`src/rtl/demux_1to8_32b_collector_pkg.sv`:
```
// Shared definitions for the 1-to-8 word collector.
// Holds the slot count, pointer and count widths, the FILL/FULL state encoding,
// the out_data packing helper and a popcount used by the direct-address build.
package demux_1to8_32b_collector_pkg;

    localparam int unsigned SLOTS = 8;
    localparam int unsigned PTR_W = 3;
    localparam int unsigned CNT_W = 4;

    typedef enum logic {
        FILL = 1'b0,
        FULL = 1'b1
    } state_e;

    // Bit offset of a slot inside the packed out_data bus.
    function automatic int unsigned slot_offset(input int unsigned slot, input int unsigned width);
        return slot * width;
    endfunction

    // Number of set bits in an 8-bit slot mask.
    function automatic logic [CNT_W-1:0] popcount8(input logic [SLOTS-1:0] v);
        logic [CNT_W-1:0] cnt;
        cnt = '0;
        for (int i = 0; i < int'(SLOTS); i++) begin
            cnt = cnt + CNT_W'(v[i]);
        end
        return cnt;
    endfunction

endpackage

```
`src/rtl/demux_1to8_32b_collector_decoder_3to8.sv`:
```
// 3-bit index to one-hot 8-bit write-enable, gated by the accept strobe.
// Ports:
//   idx       in  [2:0]  slot index
//   en        in         accept strobe; all enables low when clear
//   onehot_c  out [7:0]  combinational one-hot write enable
module decoder_3to8
    import demux_1to8_32b_collector_pkg::*;
(
    input  logic [PTR_W-1:0] idx,
    input  logic             en,
    output logic [SLOTS-1:0] onehot_c
);

    // One enable per slot, only when a word is actually accepted.
    always_comb begin
        onehot_c = '0;
        for (int i = 0; i < int'(SLOTS); i++) begin
            onehot_c[i] = en && (idx == PTR_W'(i));
        end
    end

endmodule

```
`src/rtl/demux_1to8_32b_collector.sv`:
```
// Collects a valid/ready stream of WIDTH-bit words into 8 slot registers and
// presents them as one 8*WIDTH block once every slot holds fresh data.
// Optional macro DIRECT_ADDR_EN: words are written to slot[in_sel] and a
// written-mask decides fullness; otherwise an internal pointer fills 0..7.
// Ports:
//   clock, reset          rising-edge clock, synchronous active-high reset
//   in_valid/in_ready     upstream handshake, in_data word, in_sel slot (macro only)
//   out_valid/out_ready   downstream block handshake
//   out_data              slot i at [i*WIDTH +: WIDTH]
//   fill_count            slots filled, 0..8
module demux_1to8_32b_collector
    import demux_1to8_32b_collector_pkg::*;
#(
    parameter int unsigned WIDTH = 32
)
(
    input  logic                   clock,
    input  logic                   reset,
    input  logic                   in_valid,
    input  logic [WIDTH-1:0]       in_data,
    output logic                   in_ready,
    input  logic [PTR_W-1:0]       in_sel,
    output logic                   out_valid,
    input  logic                   out_ready,
    output logic [SLOTS*WIDTH-1:0] out_data,
    output logic [CNT_W-1:0]       fill_count
);

    state_e           state_q, state_d;
    logic [CNT_W-1:0] fill_count_q, fill_count_d;
    logic [WIDTH-1:0] slot_q [SLOTS];
    logic [WIDTH-1:0] slot_d [SLOTS];
    logic             accept_c;
    logic [PTR_W-1:0] wr_idx_c;
    logic [SLOTS-1:0] wr_en_c;

`ifdef DIRECT_ADDR_EN
    logic [SLOTS-1:0] mask_q, mask_d;

    assign wr_idx_c = in_sel;
`else
    logic [PTR_W-1:0] ptr_q, ptr_d;
    logic             unused_in_sel;

    assign wr_idx_c      = ptr_q;
    assign unused_in_sel = ^in_sel;
`endif

    // Handshake outputs decode straight from the state flop.
    assign in_ready   = (state_q == FILL);
    assign out_valid  = (state_q == FULL);
    assign fill_count = fill_count_q;
    assign accept_c   = in_valid && (state_q == FILL);

    decoder_3to8 u_dec (
        .idx      (wr_idx_c),
        .en       (accept_c),
        .onehot_c (wr_en_c)
    );

    // Pack slots onto the wide output bus.
    always_comb begin
        out_data = '0;
        for (int i = 0; i < int'(SLOTS); i++) begin
            out_data[slot_offset(i, WIDTH) +: WIDTH] = slot_q[i];
        end
    end

    // Next-state, slot writes and counters.
    always_comb begin
        state_d      = state_q;
        fill_count_d = fill_count_q;
        for (int i = 0; i < int'(SLOTS); i++) begin
            slot_d[i] = wr_en_c[i] ? in_data : slot_q[i];
        end
`ifdef DIRECT_ADDR_EN
        mask_d = mask_q;
`else
        ptr_d = ptr_q;
`endif
        case (state_q)
            FILL: begin
                if (accept_c) begin
`ifdef DIRECT_ADDR_EN
                    // Rewrites of a written slot leave the count unchanged.
                    mask_d       = mask_q | wr_en_c;
                    fill_count_d = popcount8(mask_d);
                    if (mask_d == '1) begin
                        state_d = FULL;
                    end
`else
                    ptr_d        = ptr_q + PTR_W'(1);
                    fill_count_d = fill_count_q + CNT_W'(1);
                    if (fill_count_q == CNT_W'(SLOTS - 1)) begin
                        state_d = FULL;
                    end
`endif
                end
            end
            FULL: begin
                // Slot data is kept; only the bookkeeping restarts.
                if (out_ready) begin
                    state_d      = FILL;
                    fill_count_d = '0;
`ifdef DIRECT_ADDR_EN
                    mask_d = '0;
`else
                    ptr_d = '0;
`endif
                end
            end
            default: state_d = FILL;
        endcase
    end

    always_ff @(posedge clock) begin
        if (reset) begin
            state_q      <= FILL;
            fill_count_q <= '0;
            for (int i = 0; i < int'(SLOTS); i++) begin
                slot_q[i] <= '0;
            end
`ifdef DIRECT_ADDR_EN
            mask_q <= '0;
`else
            ptr_q <= '0;
`endif
        end else begin
            state_q      <= state_d;
            fill_count_q <= fill_count_d;
            for (int i = 0; i < int'(SLOTS); i++) begin
                slot_q[i] <= slot_d[i];
            end
`ifdef DIRECT_ADDR_EN
            mask_q <= mask_d;
`else
            ptr_q <= ptr_d;
`endif
        end
    end

endmodule

```
`config.mk`:
```
export PLATFORM = sky130hd
export DESIGN_NAME = demux_1to8_32b_collector
export DESIGN_NICKNAME = d
export VERILOG_FILES = /design/src/rtl/demux_1to8_32b_collector_pkg.sv /design/src/rtl/demux_1to8_32b_collector_decoder_3to8.sv /design/src/rtl/demux_1to8_32b_collector.sv
export SDC_FILE = /design/constraint.sdc
export NUM_CORES = 1
export LEC_CHECK = 0
export BUFFER_PORTS_ARGS = -buffer_cell sky130_fd_sc_hd__buf_4
export CORE_MARGIN = 4
export CORE_UTILIZATION = 55
export CTS_CLUSTER_SIZE = 40
export DETAILED_ROUTE_END_ITERATION = 10
export PLACE_DENSITY = 0.85
export SLEW_MARGIN = 5
export SYNTH_ARGS = -nofsm -noshare
export SYNTH_HDL_FRONTEND = slang
export SYNTH_SLANG_ARGS = --single-unit
```
`constraint.sdc`:
```
create_clock -name clock -period 2.2 [get_ports clock]
set_input_delay 0.44 -clock clock [delete_from_list [all_inputs] [get_ports clock]]
set_output_delay 0.44 -clock clock [all_outputs]
set_load 0.05 [all_outputs]
```
==> summary.txt <==
Finish
  – Inserted Diodes: 0
  – Post-route cell area: 12700 um^2
  – Sequential Area: 5290 um^2
  – Leading cell type in the layout, fill and taps excluded: nand2_1
  – Multi-input logic area: approximately 3700 um^2
  – Ratio of cells with drive above 1 in the final layout: 25.9%
  – Most used cells in the layout excluding fill and tap cells: nand2_1 (515), buf_4 (317), dfxtp_1 (264)
  – Area growth, synth to finish: 30.7%
  – Post-layout instance count excluding filler cells: roughly 1.7k
  – Number of nets in the layout: 1487
  – Number of fillers in the final layout: 1283

Timing
  – Worst Clk Skew: 0.00732 ns
  – Final worst-path cycle share: 92.9%
  – Worst setup margin: between 0.15 and 0.2 ns
  – RSZ-0062 raised after global routing: false
  – Worst Max-Slew Pin Slew: between 0.8 and 0.9 ns
  – Remaining max-slew budget at the tightest pin: 44.8%
  – Accumulated negative setup slack: 0 ns
  – Final-report max-slew violation count: 0
  – Period minus WS final: 2.04 ns
  – Setup violation total in the final timing report: 0
  – Number of hold violations in the final report: 0
  – Max Clk Rate: 0.489 GHz

Die
  – Num rows: 48
  – Initial standard-cell utilization of the core: 56.0%
  – Floorplan core area: 17300 um^2
  – Die area: 19800 um^2
  – IO Pins: 301
  – Die outline width: between 100 and 150 um
  – Die Y: 141 um

GRT
  – Global-route wire length before repair: 47000 um
  – Met2 track demand over resource in global routing: 49.4%
  – Total routing resource utilization after global routing: 29.5%
  – Maximum number of pins on one net before global-route repair: 84
  – Busiest metal layer after global routing: met2
  – Congestion Overflow GR: 0
  – Met3 track utilization from global routing: 8.38%
  – Number of global-route vias before repair: 8749
  – GR met1 Demand/Resource: 35.3%
  – Initial antenna violation count: 0

Logic synthesis
  – Cell taking the most area after synthesis: dfxtp_1
  – Total of warnings raised by yosys: 0
  – Top cell type's share of synthesized area: 54.6%
  – Synthesized area divided by synthesized cell count: 7.98 um^2
  – Combinational family with the most area after synthesis: simple AND/OR/NAND/NOR gates
  – Post-synthesis compound-gate area fraction: 13.8%
  – Xor-xnor portion of the synthesized cell area: 0%
  – Proportion of synthesized area in mux cells: 0.103%
  – Post-Synthesis Net Count: 1259
  – Ranking of synthesized cells by area: dfxtp_1 (55%), nand2_1 (20%), a21oi_1 (13%)
  – Sequential cell area fraction in the yosys report: a little over half
  – Number of distinct library cell variants in the gate-level netlist after synthesis: 29
  – Share of synthesized cell area in full adder, half adder and majority cells: 0.905%
  – Post-synthesis instance area: 9680 um^2
  – Synthesis-stage register bit count: about 260
  – Synthesized-area fraction occupied by and/or/nand/nor cells: a little under a quarter
  – Gate count after technology mapping: about 1.2k

Setup path
  – CP Buf/Inv Count: 3
  – Data arrival time of the critical path: 1.60 ns
  – Type of the worst setup path: flip-flop to output port
  – Series of cell instances along the critical path: buf_4 > inv_1 > buf_4
  – Setup slack, reg-to-reg: 0.28 ns
  – Startpoint kind of the worst setup timing path: flip-flop
  – Worst-path maximum fanout: 16
  – Critical-path top delay cell: dfxtp_1
  – Sort of element at the end of the critical path: output port
  – Data required time at the worst endpoint: 1.76 ns
  – Biggest cell delay along the critical path: 0.56 ns
  – Most common cell on crit path: buf_4
  – Cell family with the largest share of critical-path delay: flip-flops

Placed design
  – Global placement routability congestion: 0.834
  – Dpl cells: 1639
  – Instance area after placement: 11800 um^2
  – Port-buffer cells: between 200 and 300
  – Worst slack after detailed placement: 0.275 ns
  – DP HPWL: 20800 um

Clock network
  – Clock latency on the worst-skew pair: 0.51 ns
  – Buffer cell driving the clock tree root: clkbuf_16
  – Post-CTS Setup Repair Bufs: 0
  – Post-cts sizing count: 0
  – Clock-pin slew reported for the worst setup and hold paths after clock tree synthesis: 0.07 ns
  – Worst-case clock buffer depth: 3
  – Number of H-tree levels: 1
  – TritonCTS Buffers: 25
  – Clock tree from TritonCTS: done
  – Hold bufs inserted after CTS: 0
  – Total clock sinks: 264

Drt
  – First-iteration detailed-routing DRC count: approximately 540
  – Number of vias in the routed layout: slightly above 9k
  – Mean number of vias per cell: 5.45
  – Aggregate routed wire length: 30900 um
  – Average routed wire per standard cell: 18.3 um
  – Detailed Routing Iterations Pass 1: 5
  – Final ANT Viol Nets: 0
  – DRC Markers: 0

Power
  – Maximum resistive drop on vdd: 0.764 mV
  – Ratio of total power to cell area: 819 nW/um^2
  – Leakage power summed over all cells: 5.13 nW

Hold path
  – Hold Crit Class: primary input to flip-flop

Status
  – Result of the run: completed

Run
  – Number of maximum-capacitance violations: 0
## report_power, final
part / switching (W) / internal (W) / total [W]
sequential: 0.0000570 / 0.00487 / 0.00493
combinational: 0.000714 / 0.000271 / 0.000985
clock: 0.00181 / 0.00264 / 0.00445
## layer usage
layer,share of wire (%),vias to the layer above,routed length [um]
met4,4.2,0,1310
met3,11,85,3430
li1,-,4317,-
met2,48,491,14700
met1,37,4282,11500
met5,0,-,0
## state kept, by name, summed over array words and instances, names as in the netlist
name	count
ptr_q	3
fill_count	4
out_valid	1
slot_q	256
## Yosys cell counts
cell type,number
a31oi_1,1
clkbuf_8,1
buf_2,30
nor2_1,8
and4bb_2,3
and2b_1,1
nand2b_1,1
and4b_1,3
nand3b_1,1
dfxtp_1,264
nand2_1,515
a22oi_1,3
or3_1,1
a211oi_1,2
nand3_1,1
and3b_1,3
nand3b_4,2
ha_1,7
nand4bb_1,3
clkbuf_1,41
buf_6,6
nor2b_1,1
a21oi_1,257
buf_4,47
mux2i_1,1
inv_1,5
a311oi_1,1
nand4b_1,3
nand4_1,1
## cell type report
| cell class | count | area share, % |
|---|---|---|
| repair buffers | 326 | 20.2 |
| flip-flops and latches | 264 | 41.8 |
| multi-input cells | 819 | 28.9 |
| clock inverters | 13 | 1.18 |
| well taps | 225 | 2.22 |
| inverters | 5 | 0.148 |
| clock buffers | 32 | 5.63 |
## stage by stage
step	total power, W	util [%]	hold slack (ns)
after detailed placement	0.00601	68.2	0.447
after global placement	0.00599	68.2	0.442
final	0.0104	73.2	0.222
after floorplan	0.00570	-	0.493
after global routing	0.0107	73.2	0.215
after CTS	0.0104	73.2	0.210
## worst min-delay path, cell delays in order
cell,delay [ns]
buf_4,0.14
nand2_1,0.06
a21oi_1,0.05
## worst paths after layout
kind                     start  cells past startpoint            end
setup / recovery     out_valid                      3       in_ready
hold / removal      in_data[0]                      3  slot_q[0][64]
setup reg to reg      ptr_q[0]                      5   slot_q[0][4]
hold reg to reg   slot_q[0][0]                      2   slot_q[0][0]
## logic make-up (layout without fill, tap and decap cells)
family,Yosys count,count (layout)
buffers and inverters,130,376
flip-flops,264,264
AO/OA/AOI/OAI,264,264
AND/OR/NAND/NOR,547,547
adder cells (fa/ha/maj),7,7
multiplexers,1,1
(Power assumes the default switching activity.)
